<file path="src/rtl/time_slot_generator_if.sv">
// Config/strobe bundle between the global config registers, the slot generator and its consumers.
interface time_slot_generator_if #(
  parameter int SLOT_W = 10
);
  logic              i_qbv_or_qch;
  logic [10:0]       iv_time_slot_length;
  logic [10:0]       iv_schedule_period;
  logic              i_slot_restart;
  logic [SLOT_W-1:0] ov_time_slot;
  logic              o_time_slot_switch;
  logic              o_period_start;
  logic              o_cfg_err;

  modport master (
    output i_qbv_or_qch,
    output iv_time_slot_length,
    output iv_schedule_period,
    output i_slot_restart,
    input  ov_time_slot,
    input  o_time_slot_switch,
    input  o_period_start,
    input  o_cfg_err
  );

  modport slave (
    input  i_qbv_or_qch,
    input  iv_time_slot_length,
    input  iv_schedule_period,
    input  i_slot_restart,
    output ov_time_slot,
    output o_time_slot_switch,
    output o_period_start,
    output o_cfg_err
  );
endinterface

</file>
<file path="src/rtl/time_slot_generator.sv">
// Free-running time-slot index generator with slot-switch / period-start strobes.
// Config is shadowed and only applied at period wraps, on restart, or while holding on bad config.
module time_slot_generator #(
  parameter int UNIT_CYCLES = 125,
  parameter int SLOT_W      = 10
) (
  input  logic                 i_clk,
  input  logic                 i_rst,
  time_slot_generator_if.slave s_if
);

  localparam int UW = $clog2(UNIT_CYCLES);

  typedef enum logic {ST_RUN, ST_HOLD} state_t;

  state_t            r_state,  w_state_nxt;
  logic [UW-1:0]     r_unit_cnt, w_unit_nxt;
  logic [10:0]       r_len_cnt,  w_len_nxt;
  logic [SLOT_W-1:0] r_slot,     w_slot_nxt;
  logic              r_switch,   w_switch_nxt;
  logic              r_pstart,   w_pstart_nxt;
  logic              r_err,      w_err_nxt;
  logic              r_mode;
  logic [10:0]       r_len;
  logic [10:0]       r_period;

  logic              w_in_period_ok;
  logic              w_in_valid;
  logic [10:0]       w_period_eff;
  logic [10:0]       w_period_m1;
  logic              w_unit_wrap;
  logic              w_slot_end;
  logic              w_last_slot;
  logic              w_reload;

  // Validity of the live inputs, which is what the shadow will hold after a reload.
  assign w_in_period_ok = s_if.i_qbv_or_qch ||
                          ((s_if.iv_schedule_period != 11'd0) &&
                           (32'(s_if.iv_schedule_period) <= (32'd1 << SLOT_W)));
  assign w_in_valid     = (s_if.iv_time_slot_length != 11'd0) && w_in_period_ok;

  assign w_period_eff = r_mode ? 11'd2 : r_period;
  assign w_period_m1  = w_period_eff - 11'd1;
  assign w_unit_wrap  = (r_unit_cnt == UW'(UNIT_CYCLES - 1));
  assign w_slot_end   = (r_state == ST_RUN) && w_unit_wrap && (r_len_cnt == r_len - 11'd1);
  assign w_last_slot  = (32'(r_slot) == 32'(w_period_m1));

  // Restart, HOLD and period wrap all realign to slot 0 from a freshly reloaded config;
  // restart wins over a coincident slot end so only one strobe pair is produced.
  assign w_reload = s_if.i_slot_restart || (r_state == ST_HOLD) || (w_slot_end && w_last_slot);

  always_comb begin
    w_state_nxt  = r_state;
    w_unit_nxt   = r_unit_cnt;
    w_len_nxt    = r_len_cnt;
    w_slot_nxt   = r_slot;
    w_switch_nxt = 1'b0;
    w_pstart_nxt = 1'b0;
    w_err_nxt    = r_err;

    if (w_reload) begin
      w_unit_nxt = '0;
      w_len_nxt  = '0;
      w_slot_nxt = '0;
      if (w_in_valid) begin
        w_state_nxt  = ST_RUN;
        w_err_nxt    = 1'b0;
        w_switch_nxt = 1'b1;
        w_pstart_nxt = 1'b1;
      end else begin
        w_state_nxt = ST_HOLD;
        w_err_nxt   = 1'b1;
      end
    end else if (w_slot_end) begin
      w_unit_nxt   = '0;
      w_len_nxt    = '0;
      w_slot_nxt   = r_slot + SLOT_W'(1);
      w_switch_nxt = 1'b1;
    end else if (w_unit_wrap) begin
      w_unit_nxt = '0;
      w_len_nxt  = r_len_cnt + 11'd1;
    end else begin
      w_unit_nxt = r_unit_cnt + UW'(1);
    end
  end

  always_ff @(posedge i_clk) begin
    if (i_rst) begin
      r_state    <= ST_RUN;
      r_unit_cnt <= '0;
      r_len_cnt  <= '0;
      r_slot     <= '0;
      r_switch   <= 1'b0;
      r_pstart   <= 1'b0;
      r_err      <= 1'b0;
      r_mode     <= 1'b1;
      r_len      <= 11'd4;
      r_period   <= 11'd2;
    end else begin
      r_state    <= w_state_nxt;
      r_unit_cnt <= w_unit_nxt;
      r_len_cnt  <= w_len_nxt;
      r_slot     <= w_slot_nxt;
      r_switch   <= w_switch_nxt;
      r_pstart   <= w_pstart_nxt;
      r_err      <= w_err_nxt;
      if (w_reload) begin
        r_mode   <= s_if.i_qbv_or_qch;
        r_len    <= s_if.iv_time_slot_length;
        r_period <= s_if.iv_schedule_period;
      end
    end
  end

  assign s_if.ov_time_slot       = r_slot;
  assign s_if.o_time_slot_switch = r_switch;
  assign s_if.o_period_start     = r_pstart;
  assign s_if.o_cfg_err          = r_err;

endmodule

</file>
<file path="src/flat_wrapper.sv">
// flat-port wrapper written by rule: the top's interface ports become plain ports
module time_slot_generator_flat 
#(
  parameter int UNIT_CYCLES = 125,
  parameter int SLOT_W      = 10
)
  (i_clk, i_rst, s_if_i_qbv_or_qch, s_if_iv_time_slot_length, s_if_iv_schedule_period, s_if_i_slot_restart, s_if_ov_time_slot, s_if_o_time_slot_switch, s_if_o_period_start, s_if_o_cfg_err);
  time_slot_generator_if #(.SLOT_W(SLOT_W)) s_if_i ();
  input  logic i_clk;
  input  logic i_rst;
  input wire logic [$bits(s_if_i.i_qbv_or_qch)-1:0] s_if_i_qbv_or_qch;
  input wire logic [$bits(s_if_i.iv_time_slot_length)-1:0] s_if_iv_time_slot_length;
  input wire logic [$bits(s_if_i.iv_schedule_period)-1:0] s_if_iv_schedule_period;
  input wire logic [$bits(s_if_i.i_slot_restart)-1:0] s_if_i_slot_restart;
  output wire logic [$bits(s_if_i.ov_time_slot)-1:0] s_if_ov_time_slot;
  output wire logic [$bits(s_if_i.o_time_slot_switch)-1:0] s_if_o_time_slot_switch;
  output wire logic [$bits(s_if_i.o_period_start)-1:0] s_if_o_period_start;
  output wire logic [$bits(s_if_i.o_cfg_err)-1:0] s_if_o_cfg_err;
  assign s_if_i.i_qbv_or_qch = s_if_i_qbv_or_qch;
  assign s_if_i.iv_time_slot_length = s_if_iv_time_slot_length;
  assign s_if_i.iv_schedule_period = s_if_iv_schedule_period;
  assign s_if_i.i_slot_restart = s_if_i_slot_restart;
  assign s_if_ov_time_slot = s_if_i.ov_time_slot;
  assign s_if_o_time_slot_switch = s_if_i.o_time_slot_switch;
  assign s_if_o_period_start = s_if_i.o_period_start;
  assign s_if_o_cfg_err = s_if_i.o_cfg_err;
  time_slot_generator #(.UNIT_CYCLES(UNIT_CYCLES), .SLOT_W(SLOT_W)) u_core (.i_clk(i_clk), .i_rst(i_rst), .s_if(s_if_i));
endmodule
</file>
<file path="config.mk">
export PLATFORM = sky130hd
export DESIGN_NAME = time_slot_generator_flat
export DESIGN_NICKNAME = d
export VERILOG_FILES = /design/src/rtl/time_slot_generator_if.sv /design/src/rtl/time_slot_generator.sv /design/src/flat_wrapper.sv
export SDC_FILE = /design/constraint.sdc
export NUM_CORES = 1
export LEC_CHECK = 0
export ABC_AREA = 1
export CAP_MARGIN = 25
export CELL_PAD_IN_SITES_DETAIL_PLACEMENT = 1
export CELL_PAD_IN_SITES_GLOBAL_PLACEMENT = 1
export CORE_ASPECT_RATIO = 1.5
export CORE_MARGIN = 5
export CORE_UTILIZATION = 35
export CTS_CLUSTER_DIAMETER = 150
export CTS_CLUSTER_SIZE = 28
export DETAILED_ROUTE_END_ITERATION = 12
export PLACE_DENSITY_LB_ADDON = 0.12
export SYNTH_ARGS = -nofsm -noshare
export SYNTH_HDL_FRONTEND = slang
export SYNTH_SLANG_ARGS = --single-unit
</file>
<file path="constraint.sdc">
create_clock -name i_clk -period 4.45 [get_ports i_clk]
set_clock_uncertainty 0.05 [all_clocks]
set_input_delay 0.6675 -clock i_clk [delete_from_list [all_inputs] [get_ports i_clk]]
set_output_delay 0.6675 -clock i_clk [all_outputs]
set_load 0.005 [all_outputs]
</file>
==> impl_metrics.ini <==
[floorplan]
coreArea_um2 = 10100
boundaryPins = 39
num_rows = 45
die_height_um = 134
die_w_um = 92.8
start_util = 0.357
die_area_um2 = 12500

[global_routing]
grt_pass1_wl_mm = 17.6
antenna_found_initial = 0
grt_pass1_vias = 3718
grt_max_degree = 29
gr-usage-all-layers = 0.177
overflow = 0

[worst_setup_path]
crit_slowest_cell = nand4_1
cp_data_arrival_time_ps = 2840
rr_startpoint = u_core.r_len[0]$_SDFFE_PP0P_
crit_path_max_fanout = 16
endpoint_kind = flop
critPathKind = flop to flop
cp_cell_sequence = inv_1, ha_1, nand2_1, nor2_1, nand2_1, nand2_1, nand2_1, nand2_1, nand3_4, nor2_2, nand4_2, nand4_1, nor2_1
slowest_delay_ps = 530
start_kind = flop
crit_start = u_core.r_len[0]$_SDFFE_PP0P_
cp_common_cell = nand2_1
critPathRequiredTime_ps = 4570

[clock_network]
postCtsSetupRepairBufs = 0
cts.htree.levels = 2
cts_buffers = 5
cts_tree = built
clk_pin_slew_ps = 80
hold_buffers = 0
clock_latency_ps = 300
ctsResizeCount = 0
cts_root_buffer = clkbuf_16
clock_sinks = 54
clockBufferDepth = 2

[timing]
setup_viol = 0
finalWorstSetupSlack_ps = 1730
final_max_slew_viol_count = 0
rsz0062_at_grt = false
max_freq_mhz = 368
worst_slew_pin_slew_ps = 698
maxSlewHeadroom = 0.534
min_period_ps = 2720
timing.hold.ws_ps = 417
hold_violations = 0
finalSetupTns_ps = 0
fin_crit_sh = 0.611

[logic_synthesis]
netlist.area_leader.share = 0.300
synth_area_leaders = dfxtp_1 30%, nand2_1 15%, nand3_1 7.9%
synth.distinct_cells = 37
ys_ff_latch = 54
syn-cell-area_um2 = 3600
synth_area_leader_cell = dfxtp_1
synthCells = 538
yosysMostFrequentCell = nand2_1
synth_warnings = 0
synth-main-ff-cell = dfxtp_1
synth_edf_count = 0
synth.yosys.seq_area_share = 0.300
synth_common_cells = 143 x nand2_1, 67 x nor2_1, 62 x inv_1, 57 x nand3_1, 54 x dfxtp_1
avgSynthCellArea_um2 = 6.69
synthArstFlopShare = 0
synth_nets = 570

[power]
p_leak_nw = 1.80
peakVddDrop_v = 0.000155
power.total_w = 0.00116
p_per_area_nw_per_um2 = 276

[detailed_routing]
via_per_inst = 5.06
via_count = 3469
wl_per_cell_um = 14.9
drtPass1Iterations = 4
initialDrtViolationCount = 69
route.detailed.drc = 0
ant_nets = 0
finalWirelength_mm = 10.2

[worst_hold_path]
holdCritStartpoint = u_core.r_unit_cnt[0]$_SDFF_PP0_
hold_class = flop to flop

[flow_run]
cap_violations = 0

[placed_design]
hpwl_mm = 8.28
dp_slack_ps = 1670
place.gp.congestion = 0.823
numPortBuffers = 38

[layout]
syn_to_final_growth_pct = 16.9
drive_above_1_share = 0.0826
layout.nets = 600
antenna_cells = 0

[run_status]
outcome = finished, final reports clean
[worst max-delay path: cells and delay by family, from the launching register on]
kind | cells | cell delay, ps
and+or+nand+nor | 11 | 1720
adders and majority gates | 1 | 350
DFF | 1 | 340
buffers and inverters | 1 | 130
[metrics by stage]
stage / std cells / util / area [µm²]
6_report: 686 / 0.417 / 4210
5_1_grt: 686 / 0.417 / 4210
4_1_cts: 686 / 0.417 / 4210
3_5_place_dp: 678 / 0.400 / 4030
3_3_place_gp: 678 / 0.400 / 4030
2_1_floorplan: 538 / - / 3600
[layout make-up]
type | instances | area, µm²
inverter | 64 | 240
multi-input combinational | 402 | 2160
fill | 1316 | 5870
sequential | 54 | 1080
timing repair buffer | 41 | 403
tap | 117 | 146
clock buffer | 5 | 125
clock inverter | 3 | 48.8
[sequential cells by signal (all words and copies together), names as in the netlist]
name,cells
u_core.r_len,11
u_core.r_len_cnt,11
u_core.r_period,11
u_core.s_if.ov_time_slot,10
u_core.r_unit_cnt,7
u_core.r_mode,1
u_core.s_if.o_cfg_err,1
u_core.s_if.o_period_start,1
u_core.s_if.o_time_slot_switch,1
[worst paths after layout]
check                                      to  slack (ps)  depth (start not counted)
min           u_core.r_unit_cnt[0]$_SDFF_PP0_         420                          1
max reg2reg  u_core.r_len_cnt[7]$_SDFFE_PP0N_        1730                         13
min reg2reg   u_core.r_unit_cnt[0]$_SDFF_PP0_         420                          1
max          u_core.r_len_cnt[7]$_SDFFE_PP0N_        1730                         13
[where the power goes]
group / leakage (nW) / internal, W / switching [W]
registers: 0.441 / 0.000499 / 0.0000227
logic: 1.28 / 0.0000706 / 0.000105
clock network: 0.0819 / 0.000270 / 0.000194
total: 1.80 / 0.000840 / 0.000322
[cells in the final DEF, fill, tap and decap left out, drive strengths merged]
cell type | netlist | routed
nand4 | 29 | 29
nor3 | 6 | 6
mux2i | 1 | 1
clkinvlp | 0 | 1
clkbuf | 3 | 5
a21oi | 3 | 3
nor2 | 82 | 82
or2 | 1 | 1
a21o | 1 | 1
o21ai | 14 | 14
buf | 15 | 3
nand3b | 2 | 2
nand2 | 154 | 154
xor2 | 28 | 28
inv | 64 | 65
xnor2 | 11 | 11
nand3 | 60 | 60
clkdlybuf4s50 | 0 | 38
bufinv | 0 | 1
dfxtp | 54 | 54
ha | 6 | 6
nor4 | 4 | 4
[per-layer routing]
layer | vias to the layer above | share of wire | global-route usage
met3 | 12 | 0.015 | 0.0224
met2 | 23 | 0.59 | 0.369
met5 | - | 0 | 0
li1 | 1770 | - | -
met1 | 1664 | 0.38 | 0.174
met4 | 0 | 0.017 | 0.0538
[logic make-up (layout without fill, tap and decap cells)]
group,after synthesis,count (layout),share of synthesized area
xor+xnor,39,39,0.0970
simple gates,338,338,0.453
flops,54,54,0.300
mux,1,1,0.00278
fa+ha+maj,6,6,0.0209
compound gates,18,18,0.0268
buf+inv,82,113,0.0998
No activity file was read; power rests on OpenSTA's default activity.
